===== config.mk =====
export PLATFORM = sky130hd
export DESIGN_NAME = alu_op_decode_stage
export DESIGN_NICKNAME = d
export VERILOG_FILES = /design/src/rtl/alu_decode_pkg.sv /design/src/rtl/alu_op_default_map.sv /design/src/rtl/alu_op_decode_stage.sv
export SDC_FILE = /design/constraint.sdc
export NUM_CORES = 1
export LEC_CHECK = 0
export BUFFER_PORTS_ARGS = -buffer_cell sky130_fd_sc_hd__buf_2
export CAP_MARGIN = 10
export CORE_MARGIN = 2
export CORE_UTILIZATION = 58
export DETAILED_ROUTE_END_ITERATION = 7
export GPL_ROUTABILITY_DRIVEN = 0
export PLACE_DENSITY = 0.8
export SLEW_MARGIN = 10
export SYNTH_ARGS = -nofsm -noshare
export SYNTH_HDL_FRONTEND = slang
export SYNTH_HIERARCHICAL = 1
export SYNTH_SLANG_ARGS = --single-unit

===== constraint.sdc =====
create_clock -name clk -period 2.3 [get_ports clk]
set_clock_uncertainty 0.05 [all_clocks]
set_input_delay 0.115 -clock clk [delete_from_list [all_inputs] [get_ports clk]]
set_output_delay 0.115 -clock clk [all_outputs]
set_load 0.005 [all_outputs]

===== src/rtl/alu_decode_pkg.sv =====
`default_nettype none
// ============================================================================
// Module      : alu_decode_pkg
// Description : Shared MIPS opcode/funct/ALU-code constants and remap entry type
// Revision    : 1.0  initial release
// ============================================================================
package alu_decode_pkg;

    // Entry fields are stored wide enough for any supported opcode/ALU width
    localparam int REMAP_FIELD_W = 16;

    localparam logic [5:0] OP_RTYPE  = 6'h00;
    localparam logic [5:0] OP_REGIMM = 6'h01;
    localparam logic [5:0] OP_JAL    = 6'h03;
    localparam logic [5:0] OP_BEQ    = 6'h04;
    localparam logic [5:0] OP_BNE    = 6'h05;
    localparam logic [5:0] OP_BLEZ   = 6'h06;
    localparam logic [5:0] OP_BGTZ   = 6'h07;
    localparam logic [5:0] OP_LB     = 6'h20;
    localparam logic [5:0] OP_LW     = 6'h23;
    localparam logic [5:0] OP_SB     = 6'h28;
    localparam logic [5:0] OP_SW     = 6'h2B;

    localparam logic [5:0] FN_MFHI   = 6'h10;
    localparam logic [5:0] FN_MFLO   = 6'h12;
    localparam logic [5:0] FN_MULT   = 6'h18;
    localparam logic [5:0] FN_MULTU  = 6'h19;
    localparam logic [5:0] FN_DIV    = 6'h1A;
    localparam logic [5:0] FN_DIVU   = 6'h1B;

    localparam logic [5:0] ALU_ADD   = 6'h20;
    localparam logic [5:0] ALU_SUB   = 6'h22;
    localparam logic [5:0] ALU_SLT   = 6'h2A;

    typedef struct packed {
        logic                     en;
        logic [REMAP_FIELD_W-1:0] opcode;
        logic [REMAP_FIELD_W-1:0] aluop;
        logic                     arith;
    } remap_entry_t;

endpackage
`default_nettype wire


===== src/rtl/alu_op_default_map.sv =====
`default_nettype none
// ============================================================================
// Module      : alu_op_default_map
// Description : Combinational fixed opcode -> ALU code map and arith-class flag
// Revision    : 1.0  initial release
// ============================================================================
module alu_op_default_map
    import alu_decode_pkg::*;
#(
    parameter int OPCODE_W = 6,
    parameter int ALUOP_W  = 6
) (
    input  logic [OPCODE_W-1:0] i_opcode,
    input  logic [OPCODE_W-1:0] i_funct,
    output logic [ALUOP_W-1:0]  o_aluop,
    output logic                o_arith
);

    always_comb begin
        o_aluop = ALUOP_W'(i_opcode);
        if (i_opcode == OPCODE_W'(OP_BEQ) || i_opcode == OPCODE_W'(OP_BNE)) begin
            o_aluop = ALUOP_W'(ALU_SUB);
        end else if (i_opcode == OPCODE_W'(OP_REGIMM) || i_opcode == OPCODE_W'(OP_BLEZ) ||
                     i_opcode == OPCODE_W'(OP_BGTZ)) begin
            o_aluop = ALUOP_W'(ALU_SLT);
        end else if (i_opcode == OPCODE_W'(OP_LB) || i_opcode == OPCODE_W'(OP_LW) ||
                     i_opcode == OPCODE_W'(OP_SB) || i_opcode == OPCODE_W'(OP_SW) ||
                     i_opcode == OPCODE_W'(OP_JAL)) begin
            o_aluop = ALUOP_W'(ALU_ADD);
        end else if (i_opcode == OPCODE_W'(OP_RTYPE)) begin
            o_aluop = ALUOP_W'(i_funct);
        end
    end

    // R-type plus the immediate-arithmetic/logic group 0x08..0x0F
    assign o_arith = (i_opcode == OPCODE_W'(OP_RTYPE)) ||
                     ((i_opcode >= OPCODE_W'(8)) && (i_opcode <= OPCODE_W'(15)));

endmodule
`default_nettype wire


===== src/rtl/alu_op_decode_stage.sv =====
`default_nettype none
// ============================================================================
// Module      : alu_op_decode_stage
// Description : Registered decode stage: default map, override table, HI/LO interlock
// Revision    : 1.0  initial release
// ============================================================================
module alu_op_decode_stage
    import alu_decode_pkg::*;
#(
    parameter int OPCODE_W    = 6,
    parameter int ALUOP_W     = 6,
    parameter int REMAP_DEPTH = 4,
    parameter int MULDIV_LAT  = 4,
    localparam int IDX_W      = (REMAP_DEPTH > 1) ? $clog2(REMAP_DEPTH) : 1
) (
    input  logic                clk,
    input  logic                rst_n,
    input  logic                in_valid,
    output logic                in_ready,
    input  logic [OPCODE_W-1:0] in_opcode,
    input  logic [OPCODE_W-1:0] in_funct,
    output logic                out_valid,
    input  logic                out_ready,
    output logic [ALUOP_W-1:0]  out_aluop,
    output logic                out_arith,
    output logic                out_muldiv,
    output logic                out_remapped,
    input  logic                cfg_we,
    input  logic [IDX_W-1:0]    cfg_idx,
    input  logic                cfg_en,
    input  logic [OPCODE_W-1:0] cfg_opcode,
    input  logic [ALUOP_W-1:0]  cfg_aluop,
    input  logic                cfg_arith,
    output logic                hilo_busy
);

    localparam int CNT_W = $clog2(MULDIV_LAT + 1);

    remap_entry_t               r_table [REMAP_DEPTH];
    logic [CNT_W-1:0]           r_hilo_cnt;
    logic                       r_out_valid;
    logic [ALUOP_W-1:0]         r_out_aluop;
    logic                       r_out_arith;
    logic                       r_out_muldiv;
    logic                       r_out_remapped;

    logic [ALUOP_W-1:0]         w_def_aluop;
    logic                       w_def_arith;
    logic                       w_hit;
    logic [ALUOP_W-1:0]         w_hit_aluop;
    logic                       w_hit_arith;
    logic                       w_rtype;
    logic                       w_muldiv;
    logic                       w_hilo_read;
    logic                       w_hazard;
    logic                       w_accept;

    alu_op_default_map #(
        .OPCODE_W (OPCODE_W),
        .ALUOP_W  (ALUOP_W)
    ) u_default_map (
        .i_opcode (in_opcode),
        .i_funct  (in_funct),
        .o_aluop  (w_def_aluop),
        .o_arith  (w_def_arith)
    );

    // Scan high to low so the lowest matching index is the one left standing
    always_comb begin
        w_hit       = 1'b0;
        w_hit_aluop = '0;
        w_hit_arith = 1'b0;
        for (int i = REMAP_DEPTH - 1; i >= 0; i--) begin
            if (r_table[i].en && (r_table[i].opcode[OPCODE_W-1:0] == in_opcode)) begin
                w_hit       = 1'b1;
                w_hit_aluop = r_table[i].aluop[ALUOP_W-1:0];
                w_hit_arith = r_table[i].arith;
            end
        end
    end

    assign w_rtype     = (in_opcode == OPCODE_W'(OP_RTYPE));
    assign w_muldiv    = w_rtype && ((in_funct == OPCODE_W'(FN_MULT)) || (in_funct == OPCODE_W'(FN_MULTU)) ||
                                     (in_funct == OPCODE_W'(FN_DIV))  || (in_funct == OPCODE_W'(FN_DIVU)));
    assign w_hilo_read = w_rtype && ((in_funct == OPCODE_W'(FN_MFHI)) || (in_funct == OPCODE_W'(FN_MFLO)));

    assign hilo_busy = (r_hilo_cnt != '0);
    assign w_hazard  = hilo_busy && (w_muldiv || w_hilo_read);
    assign in_ready  = (!r_out_valid || out_ready) && !w_hazard;
    assign w_accept  = in_valid && in_ready;

    always_ff @(posedge clk or negedge rst_n) begin
        if (!rst_n) begin
            for (int i = 0; i < REMAP_DEPTH; i++) begin
                r_table[i] <= '0;
            end
        end else if (cfg_we && (int'(cfg_idx) < REMAP_DEPTH)) begin
            r_table[cfg_idx].en     <= cfg_en;
            r_table[cfg_idx].opcode <= REMAP_FIELD_W'(cfg_opcode);
            r_table[cfg_idx].aluop  <= REMAP_FIELD_W'(cfg_aluop);
            r_table[cfg_idx].arith  <= cfg_arith;
        end
    end

    // Counter runs independently of output backpressure
    always_ff @(posedge clk or negedge rst_n) begin
        if (!rst_n) begin
            r_hilo_cnt <= '0;
        end else if (w_accept && w_muldiv) begin
            r_hilo_cnt <= CNT_W'(MULDIV_LAT);
        end else if (r_hilo_cnt != '0) begin
            r_hilo_cnt <= r_hilo_cnt - CNT_W'(1);
        end
    end

    always_ff @(posedge clk or negedge rst_n) begin
        if (!rst_n) begin
            r_out_valid    <= 1'b0;
            r_out_aluop    <= '0;
            r_out_arith    <= 1'b0;
            r_out_muldiv   <= 1'b0;
            r_out_remapped <= 1'b0;
        end else if (w_accept) begin
            r_out_valid    <= 1'b1;
            r_out_aluop    <= w_hit ? w_hit_aluop : w_def_aluop;
            r_out_arith    <= w_hit ? w_hit_arith : w_def_arith;
            r_out_muldiv   <= w_muldiv;
            r_out_remapped <= w_hit;
        end else if (out_ready) begin
            r_out_valid    <= 1'b0;
        end
    end

    assign out_valid    = r_out_valid;
    assign out_aluop    = r_out_aluop;
    assign out_arith    = r_out_arith;
    assign out_muldiv   = r_out_muldiv;
    assign out_remapped = r_out_remapped;

endmodule
`default_nettype wire

# --- After elaboration in Yosys (flattened, before gate mapping) ---
# Index checks and enable logic that the tools add are counted.
totals:
  inputBits: 33
  ff_bits: 149
op_classes:
  n_mux: 34
  add_sub_neg: 1
  n_reduce_logical: 32
  bitwise_logic: 1
  eq_ne: 20
  order_cmp: 4
op_table:
  columns: ["operator", "n"]
  rows:
  - ["bitwise mux 136 bit", 4]
  - ["demux 34 bit (select 2 bit)", 4]
  - ["two-way mux 6 bit", 9]
  - ["== test 6 x 5 -> 1 bit (second input constant)", 6]
  - ["two-way mux 34 bit", 1]
  - ["two-way mux 33 bit", 1]
  - ["== test 6 x 3 -> 1 bit (second input constant)", 4]
  - ["== test 6 bit", 4]
  - ["== test 6 bit (second input constant)", 4]
  - ["two-way mux 17 bit", 1]
  - ["logical OR 1 bit", 14]
  - ["logical AND 1 bit", 12]
  - ["two-way mux 1 bit", 12]
  - ["== test 6 x 1 -> 1 bit (second input constant)", 1]
  - ["== test 6 x 2 -> 1 bit (second input constant)", 1]
  - ["greater-or-equal comparator 6 x 4 -> 1 bit (second input constant)", 1]
  - ["less-or-equal comparator 6 x 4 -> 1 bit (second input constant)", 1]
  - ["logical NOT 6 bit", 1]
  - ["two-way mux 3 bit", 2]
  - ["nonzero test 2 bit", 2]
  - ["greater-or-equal comparator 3 bit (second input constant)", 1]
  - ["less-than comparator 3 x 1 -> 1 bit (second input constant)", 1]
  - ["NOT 2 -> 3 bit", 1]
  - ["nonzero test 3 bit", 1]
  - ["2 further kinds", 3]

# --- Depth between registers and ports, before layout ---
# Gate-level depths: netlist (run 1).
depth:
  ltp_word: 12
  mapped_depth: 9
  depth_no_buf: 8

# --- Cells and area by module ---
# Netlist (run 1), hierarchy kept.
by_module_without_submodules:
  columns: ["mod", "instances", "area_each_um2", "seq_area_each_um2", "cells_per_inst"]
  rows:
  - ["alu_op_decode_stage", 1, 3358.2, 1726.7, 251]
  - ["alu_op_default_map", 1, 206.4, 0.0, 31]

# --- Worst setup path before layout (run 1) ---
# Ideal clock, no wire load.
synth_timing:
  kind: "flip-flop to flip-flop"
  from: "register r_hilo_cnt[0]"
  to: "register r_hilo_cnt[2]"
  n_path_buf: 0
  arrival_ps: 1657
  path_stages_with_launch: 8
  period_less_slack_ps: 1831
  setup_slack_ps: 469
  cell_sequence: "dfrtp_1 inv_1 ha_1 nand2b_1 a21boi_0 a21oi_4 and3_1 a211o_1"
synth_via:
  elab_chain_cells: 7
  word_cells_on_any_way: 10
  classes_between: "add/sub: 1; mux: 2; reduce/logical: 7"
synth_rtl:
  columns: ["item", "line", "source"]
  rows:
  - ["start, declared", "alu_op_decode_stage.sv:40", "logic [CNT_W-1:0] r_hilo_cnt;"]
  - ["start signal, assigned", "alu_op_decode_stage.sv:110", "r_hilo_cnt <= CNT_W'(MULDIV_LAT);"]
  - ["start signal, assigned", "alu_op_decode_stage.sv:112", "r_hilo_cnt <= r_hilo_cnt - CNT_W'(1);"]
  - ["nonzero test 3 bit *", "alu_op_decode_stage.sv:87", "assign hilo_busy = (r_hilo_cnt != '0);"]
  - ["net hilo_busy", "alu_op_decode_stage.sv:34", "output logic hilo_busy"]
  - ["logical AND 1 bit", "alu_op_decode_stage.sv:88", "assign w_hazard = hilo_busy && (w_muldiv || w_hilo_read);"]
  - ["logical NOT 1 bit", "alu_op_decode_stage.sv:89", "assign in_ready = (!r_out_valid || out_ready) && !w_hazard;"]
  - ["logical AND 1 bit", "alu_op_decode_stage.sv:89", null]
  - ["logical AND 1 bit", "alu_op_decode_stage.sv:90", "assign w_accept = in_valid && in_ready;"]
  - ["logical AND 1 bit", "alu_op_decode_stage.sv:109", "end else if (w_accept && w_muldiv) begin"]
  - ["two-way mux 3 bit / nonzero test 2 bit (equally long branches)", null, null]
# The timed path passes the listed nets; every way through them passes the cells marked *. The select of a mux whose other input is x is not followed.
# A chain may end at the register's enable or synchronous reset.

# --- Worst setup path in the final report (run 1) ---
layout_timing:
  from: "register r_hilo_cnt[0]"
  to: "register r_hilo_cnt[2]"
layout_via:
  elab_chain_cells: 7
  word_cells_on_any_way: 10
  classes_between: "add/sub: 1; mux: 2; reduce/logical: 7"
layout_rtl:
  columns: ["item"]
  rows:
  - ["branches (longest 7 deep; another with subtractor 3 x 1 -> 3 bit)"]
# Several ways; the timed one is not identified. The select of a mux whose other input is x is not followed.

==> run metrics, run 1 <==
Final Slew Violations 0; DRC viols 0; First-pass DRT Iterations 4; vias per inst 5.905; commonest cells in the synthesized netlist dfrtp_1, mux2_2, xnor2_1; Hold Path Sink r_table[68]; FMAX 0.4905 GHz; final non-filler cell area 4115 sq um; Die Area 6789 sq um; Rel. slew slack 0.5854; slowest CP cell a21boi_0; global-route wire length before repair 12.31 mm; outcome complete, no violations; H-tree lvl count 3; layout cells sized above 1 0.4133; vias in the first global route 2443; Post-Syn Nets 317; CP Class flip-flop to flip-flop; Tcrit/Tclk final 0.8864; worst slew pin tran 621.9 ps; R2R Setup Slk 260 ps; routed vias 2486; top-area cell type share of the netlist area 0.4844; R2R depth 7; Core ar. 5921 sq um; IO Pins 45; peak supply drop 555.9 uV; Ys Warns 6; synth-to-layout area growth 15.44%; prevailing post-synth register cell dfrtp_1; IO Port Bufs 44; initial antenna violation count 0; top cells by area, synth dfrtp_1, mux2_2, xnor2_1; GRT Residual Overflow 0; die width 82.40 microns; pin count of the biggest net entering global routing 44; LEAKAGE 0.001836 uW; final hold vios 0; Nets 377; CP max stage delay 390 ps; hold crit path type input pin to flip-flop; Async SR Flop Fraction 1.000; PwrDens 781.8 nW/um^2; FILL cells 438; register area share after synthesis 0.4844; Starting Density 0.6021; Sum Neg Setup Slack 0 ps; cells after synthesis 282; final wirelength 7.820 mm; worst skew pair latency 350 ps; root buffer cell clkbuf_8; CP Capture Type flip-flop; Die Height 82.40 microns; 1st-iter DRT viols 173; CP Data Arrival Time 2220 ps; count leader, synth dfrtp_1; num rows 28; Clock Tree Buf Depth 2; cts bufs inserted 9; Sink Count 69; CTS resizes 0; dpl hpwl 5.547 mm; critical path fanouts, max 12; CP required 2480 ps; Worst R2R End r_hilo_cnt[2]; post-route ant nets 0; number of flops mapped to enable cells by yosys 0; diode count 0; reg-to-reg startpoint r_hilo_cnt[0]; synthesized area 3565 sq um; synthesized area per cell 12.64 sq um; unrepaired setup endpoints after global routing no; hold_sp cfg_arith; CTS tree built; leading area contributor after synthesis dfrtp_1; crit path from r_hilo_cnt[0]; Placed Area 3860 sq um; CP Launch Type flip-flop; Synth Register Bits 69; Max Cap Violations 0; final setup violating endpoints 0; crit-path cells inv_1 > ha_1 > nand2b_1 > a21boi_0 > a21oi_4 > and3_1 > a211o_1; routed len/inst 18.57 microns; Netlist cell types 48; min Tclk post-route 2039 ps; Min-Delay Path Depth 2; CTS clock-pin slew for the worst setup and hold paths 80 ps; GRT Overall Usage 0.2494
-- metal layers --
metal  vias up  GRT usage  routed length [microns]
li1       1149          -                        -
met1      1265     0.3357                     3477
met2        62     0.4032                     3875
met3        10    0.05217                      385
met4         0    0.08333                       80
met5         -          0                        0
-- critical path, delay by kind of cell (launching register included) --
kind | cells | cell delay, ps
AO/OA/AOI/OAI | 3 | 810
adder cells (fa/ha/maj) | 1 | 210
buffers and inverters | 1 | 70
flip-flops | 1 | 360
AND/OR/NAND/NOR | 2 | 430
-- cells in the final DEF (no fill, tap or decap), drive strengths merged, types with 2 or more instances in the layout --
master       Yosys  routed
mux2            56      56
and3             2       2
nor2            13      13
a21boi           2       2
o32ai            3       3
nor4             3       3
nand3           11      11
xor2             5       5
nand3b           3       3
a211o            2       2
nor2b            2       2
nand2           13      13
dlygate4sd3      0       9
inv              5       5
nor3b            2       2
nor3             7       7
dfrtp           69      69
ha               2       2
a31oi            3       3
a21o             8       8
nand2b           4       4
o21ai            4       4
a221oi           7       7
buf              9      53
a21oi            5       5
nand4            3       3
clkinvlp         0       3
clkbuf           4       9
clkinv           0       3
o311ai           7       7
xnor2           21      21
-- area by class of cell --
| type | count | area (sq um) | area share |
|---|---|---|---|
| well taps | 75 | 93.84 | 0.02280 |
| flip-flops and latches | 69 | 1727 | 0.4196 |
| clock inverters | 6 | 41.29 | 0.01003 |
| clock buffers | 9 | 123.9 | 0.03010 |
| inverters | 5 | 18.77 | 0.004561 |
| repair buffers | 62 | 390.4 | 0.09486 |
| multi-input cells | 195 | 1720 | 0.4181 |
-- kinds of logic (layout without fill, tap and decap cells) --
family	Yosys count	after routing	share of synthesized area
buffers and inverters	18	82	0.03440
adders and majority gates	2	2	0.007019
AOI/OAI and AO/OA	43	43	0.09864
DFF	69	69	0.4844
muxes	56	56	0.1769
xor gates and xnor gates	26	26	0.07968
and+or+nand+nor	68	68	0.1190
-- per-stage QoR --
stage / setup slack (ps) / hold WS, ps / std cells / utilization / power, uW
floorplan: 469.2 / -230.6 / 282 / - / 2141
global placement: 294.5 / 123.3 / 397 / 0.6519 / 2337
detailed placement: 258.7 / 117.6 / 397 / 0.6519 / 2381
CTS: 249.4 / 7.425 / 421 / 0.6951 / 3238
global route: 80.81 / 9.156 / 421 / 0.6951 / 3377
finish: 261.2 / 13.53 / 421 / 0.6951 / 3217
-- repair_timing --
| action | 4_1_cts | 5_1_grt |
|---|---|---|
| endpoints found under the hold margin | 51 | 0 |
| hold buffers | 9 | 0 |
| setup endpoints to repair | 0 | 0 |
| buffers inserted | 0 | 0 |
-- how the worst max path moves through the flow --
stage | cells after the start | slack [ps] | to
detailed placement | 7 | 260 | r_hilo_cnt[2]
global placement | 7 | 290 | r_hilo_cnt[2]
CTS | 7 | 250 | r_hilo_cnt[2]
floorplan | 7 | 470 | r_hilo_cnt[2]
finish | 7 | 260 | r_hilo_cnt[2]
global route | 7 | 80 | r_hilo_cnt[2]
-- sequential cells by signal (all words and copies together) (netlist names) --
signal / count
out_valid: 1
out_aluop: 6
out_remapped: 1
out_arith: 1
r_hilo_cnt: 3
out_muldiv: 1
r_table: 56
-- power by group --
part / internal (uW) / switching, uW
Combinational: 403 / 352
Sequential: 1450 / 162
Clock: 382 / 464
Power figures use the tool's default switching activity.
==> inputs of run 2 (changes only) <==
- SYNTH_HIERARCHICAL: 1 -> default
==> run 2 against run 1 <==
Net effect:
- area after synthesis decreased by 0.53%
- register-to-register slack hardly changed
- sequential share of layout area is 0.38 points lower
- sequential cell count stayed put
- via count is 1.4% higher
- critical path type unchanged
- critical endpoint is now out_aluop[1]
- largest power group unchanged
==> run metrics, run 2 <==
outcome complete, no violations; Sink Count 69; Netlist cell types 56; worst slew pin tran 759.9 ps; top-area cell type share of the netlist area 0.4869; pin count of the biggest net entering global routing 36; Compound-Gate Fraction of Synth Area 0.1193; Reg area 1727 sq um; FMAX 0.4920 GHz; Async SR Flop Fraction 1.000; setup bufs post-CTS 0; Buf+Inv Stages, Crit Path 1; die width 82.19 microns; post-layout power 3179 uW; DRC viols 0; Post-Syn Nets 325; CP required 2500 ps; Core ar. 5921 sq um; peak supply drop 607.5 uV; Placed Area 3861 sq um; leading area contributor after synthesis dfrtp_1; final hold vios 0; initial antenna violation count 0; largest family of logic cells by synthesized area multiplexers; simple-gate share of the synthesized area 0.1076; IO Pins 45; Clock Tree Buf Depth 2; count leader, synth dfrtp_1; Post-Synth Adder-Cell Area 0.007057; Tcrit/Tclk final 0.8837; synth-to-layout area growth 17.11%; layout cells sized above 1 0.4088; top cells by area, synth dfrtp_1, mux2_2, xnor2_1; Die Height 82.19 microns; Synth Register Bits 69; cts bufs inserted 9; Final Slew Violations 0; Hold WS 6.130 ps; CTS tree built; Starting Density 0.5989; Biggest register r_table; Final Util 0.7014; routed len/inst 17.24 microns; Sum Neg Setup Slack 0 ps; CP Class flip-flop to flip-flop; max FFs per register 56; cells after synthesis 290; vias in the first global route 2504; First-pass DRT Iterations 4; synthesized area 3546 sq um; crit-path cells inv_1 > ha_1 > nor2b_2 > nor3_1 > nor2_1 > nand2_4 > o311ai_2; commonest cells in the synthesized netlist dfrtp_1, mux2_2, xnor2_1; Worst path top cell family by delay simple AND/OR/NAND/NOR gates; GRT Overall Usage 0.2440; area of the multi-input gates 1703 sq um; root buffer cell clkbuf_8; Die Area 6755 sq um; final setup violating endpoints 0; routed vias 2520; Rel. slew slack 0.4934; prevailing post-synth register cell dfrtp_1; global-route wire length before repair 12.09 mm; hold crit path type input pin to flip-flop; Ys Warns 0; CP Data Arrival Time 2230 ps; mux contribution to synthesized area 0.1778; diode count 0; LEAKAGE 0.001834 uW; worst skew pair latency 350 ps; slowest CP cell nor2_1; PwrDens 765.5 nW/um^2; vias per inst 5.767; CP Capture Type flip-flop; synthesized area per cell 12.23 sq um; critical path fanouts, max 6; num rows 28; CTS clock-pin slew for the worst setup and hold paths 80 ps; Max Cap Violations 0; commonest non-fill, non-tap cell in the layout dfrtp_1; FILL cells 416; H-tree lvl count 3; Nets 392; number of flops mapped to enable cells by yosys 0; 1st-iter DRT viols 158; most frequent cells in the layout dfrtp_1, mux2_2, buf_2; CP max stage delay 390 ps; dpl hpwl 5.315 mm; CP Launch Type flip-flop; GRT Residual Overflow 0; IO Port Bufs 44; min Tclk post-route 2032 ps; XOR/XNOR share of the synthesized area 0.06634; unrepaired setup endpoints after global routing no; final non-filler cell area 4153 sq um; register area share after synthesis 0.4869; post-route ant nets 0; final wirelength 7.532 mm
==> run 2: cell count changes after synthesis, moves of 6 or more <==
cell | before | now
nor2_1 | 12 | 18
a21oi_1 | 4 | 14
nand3_1 | 10 | 3
a21o_1 | 8 | 2
a221o_2 | 0 | 6
a221oi_1 | 7 | 0
o311ai_1 | 7 | 0
==> run 2: final cells by class <==
class	count	share of cell area
flip-flops and latches	69	0.4158
multi-input cells	200	0.4101
repair buffers	69	0.1061
clock buffers	11	0.03164
well taps	75	0.02260
inverters	8	0.007231
clock inverters	5	0.006629
==> run 2: final timing paths <==
| check | from | endpoint | slack [ps] | depth (start not counted) |
|---|---|---|---|---|
| min in group asynchronous | rst_n | r_hilo_cnt[2] | 320 | 2 |
| min reg2reg | out_muldiv | out_muldiv | 430 | 1 |
| max reg2reg | r_hilo_cnt[0] | out_aluop[1] | 270 | 7 |
| max in group asynchronous | rst_n | out_aluop[0] | 1220 | 3 |
| min | cfg_opcode[2] | r_table[19] | 6 | 2 |
| max | r_hilo_cnt[0] | out_aluop[1] | 270 | 7 |
==> run 2: metrics by stage <==
step | worst slack [ps] | std cells
final | 267.6 | 437
after global routing | 141.2 | 437
after CTS | 117.8 | 437
after detailed placement | 148.2 | 408
after global placement | 272.9 | 408
after floorplan | 408.8 | 290
==> run 2: report_power, final <==
part	internal, uW	total, uW	switching, uW
logic	395	747	353
registers	1450	1590	141
clock network	384	837	453
==> run 2: what timing repair did <==
item                                   4_1_cts  5_1_grt
resized for setup                            0        1
endpoints found under the hold margin       72        0
hold buffers                                13        0
setup endpoints to repair                    0        4
==> run 2: logic make-up (layout without fill, tap and decap cells) <==
group	Yosys count	after routing
compound gates	53	53
xor+xnor	26	26
fa+ha+maj	2	2
buf+inv	21	93
flops	69	69
mux	56	56
simple gates	63	63
==> run 2: routing by layer <==
layer | share of wire | up-vias | wire [microns] | global-route usage
li1 | - | 1190 | - | -
met3 | 0.036 | 16 | 273 | 0.04130
met5 | 0 | - | 0 | 0
met2 | 0.48 | 56 | 3602 | 0.3863
met1 | 0.46 | 1258 | 3466 | 0.3250
met4 | 0.025 | 0 | 189 | 0.1217
==> run 2: worst register-to-register path: stages (launching register included) <==
cell,delay [ps]
dfrtp_1,360
inv_1,110
ha_1,180
nor2b_2,290
nor3_1,120
nor2_1,390
nand2_4,140
o311ai_2,290
==> inputs of run 3 (changes only) <==
- CORE_UTILIZATION: 58 -> 50
- PLACE_DENSITY: 0.8 -> 0.7
==> run 3 against run 2 <==
Net effect:
- die area grew 15%
- power grew 3.9%
- sequential power is essentially flat
- via count shrank 1.7%
- routed wire length shrank 1.0%
- non-clock buffer count shrank 8
- sequential share of layout area grew 0.13 points
- combinational power shrank 0.9%
- worst setup slack lost 40 ps
==> run metrics, run 3 (synthesized netlist as in run 2, its figures left out) <==
Rel. slew slack 0.5815; CP required 2460 ps; share of power burned in registers 0.482; CTS tree built; diode count 0; DRC viols 0; Nets 384; GRT Residual Overflow 0; total net switching power 947.8 uW; routed vias 2477; CTS resizes 0; GRT Overall Usage 0.2081; CP max stage delay 480 ps; max FFs per register 56; CP Launch Type flip-flop; unrepaired setup endpoints after global routing no; hold crit path type input pin to flip-flop; peak supply drop 481.2 uV; dpl hpwl 5.415 mm; Core ar. 6832 sq um; final wirelength 7.454 mm; IO Port Bufs 44; vias in the first global route 2368; Post-CTS Hold Fix Bufs 6; root buffer cell clkbuf_8; reg-to-reg startpoint r_hilo_cnt[0]; num rows 30; IO Pins 45; 1st-iter DRT viols 99; Starting Density 0.5190; post-route ant nets 0; slowest CP cell nor3_1; Hold WS 3.026 ps; die width 88.21 microns; critical path fanouts, max 15; Max Cap Violations 0; crit-path cells inv_1 > ha_1 > nor2b_1 > o311ai_4 > nor3_1 > nor2_1; Logic pwr share 0.224; LEAKAGE 0.001811 uW; area of the multi-input gates 1700 sq um; CP Class flip-flop to flip-flop; CTS clock-pin slew for the worst setup and hold paths 80 ps; CP Capture Type flip-flop; initial antenna violation count 0; vias per inst 5.529; Switching Share 0.2870; hold_sp cfg_opcode[0]; routed len/inst 16.64 microns; global-route wire length before repair 12.22 mm; final setup violating endpoints 0; worst slew pin tran 626.3 ps; PwrDens 797.6 nW/um^2; outcome complete, no violations; FILL cells 573; crit path from r_hilo_cnt[0]; First-pass DRT Iterations 4; synth-to-layout area growth 16.76%; pin count of the biggest net entering global routing 49; final hold vios 0; worst skew pair latency 340 ps; Reg area 1727 sq um; Pint 2354 uW; Worst path top cell family by delay simple AND/OR/NAND/NOR gates; Die Height 88.21 microns; cts bufs inserted 9; FMAX 0.4825 GHz; Clock Tree Buf Depth 2; CP Data Arrival Time 2240 ps; setup bufs post-CTS 0; min Tclk post-route 2073 ps; layout cells sized above 1 0.4148; commonest non-fill, non-tap cell in the layout dfrtp_1; H-tree lvl count 3; Sum Neg Setup Slack 0 ps; Clock power frac 0.294; most frequent cells in the layout dfrtp_1, mux2_2, buf_2; Final Slew Violations 0; Sink Count 69; Tcrit/Tclk final 0.9012; Biggest register r_table; Buf+Inv Stages, Crit Path 1; Die Area 7781 sq um
## run 3: cell types whose count changed in the layout (fill, tap and decap cells not counted)
cell | previous run | this run
bufinv_16 | 0 | 1
clkinv_2 | 4 | 1
clkbuf_1 | 2 | 0
nor2b_2 | 1 | 0
buf_12 | 0 | 1
buf_4 | 12 | 10
clkinvlp_4 | 1 | 2
clkbuf_8 | 9 | 10
dlygate4sd3_1 | 13 | 6
nor2b_1 | 2 | 3
## run 3: layer usage
layer,vias to the layer above,routed length [microns],part of all wire,track usage
met5,-,0,0,0
met4,0,106,0.014,0.08127
met3,12,294,0.039,0.03918
met2,49,3486,0.47,0.3076
met1,1248,3566,0.48,0.3050
li1,1168,-,-,-
## run 3: power groups by stage
stage	Sequential, uW	Clock, uW	Combinational, uW
3_5_place_dp	1610	0	734
5_1_grt	1620	1040	821
4_1_cts	1590	986	747
6_report	1590	972	740
2_1_floorplan	1580	0	539
3_3_place_gp	1600	0	711
## run 3: worst paths after layout
kind | to | slack (ps) | cells past startpoint
setup / recovery | r_hilo_cnt[0] | 230 | 6
min in group asynchronous | r_table[56] | 240 | 2
hold / removal | r_table[17] | 3 | 2
hold reg to reg | out_remapped | 420 | 2
max in group asynchronous | r_table[18] | 1330 | 3
setup reg to reg | r_hilo_cnt[0] | 230 | 6
## run 3: cell type report
class,count,area share
inverters,8,0.007253
clock inverters,4,0.01209
clock buffers,10,0.03324
repair buffers,61,0.09066
well taps,96,0.02901
multi-input cells,200,0.4107
flip-flops and latches,69,0.4170
## run 3: per-stage QoR
| step | setup slack [ps] | instances | util | power [uW] | area, sq um |
|---|---|---|---|---|---|
| 2_1_floorplan | 408.8 | 290 | - | 2117 | 3546 |
| 3_3_place_gp | 325.0 | 428 | 0.5698 | 2315 | 3892 |
| 3_5_place_dp | 240.5 | 428 | 0.5698 | 2347 | 3892 |
| 4_1_cts | 224.3 | 448 | 0.6060 | 3322 | 4140 |
| 5_1_grt | 34.64 | 448 | 0.6060 | 3472 | 4140 |
| 6_report | 227.3 | 448 | 0.6060 | 3302 | 4140 |
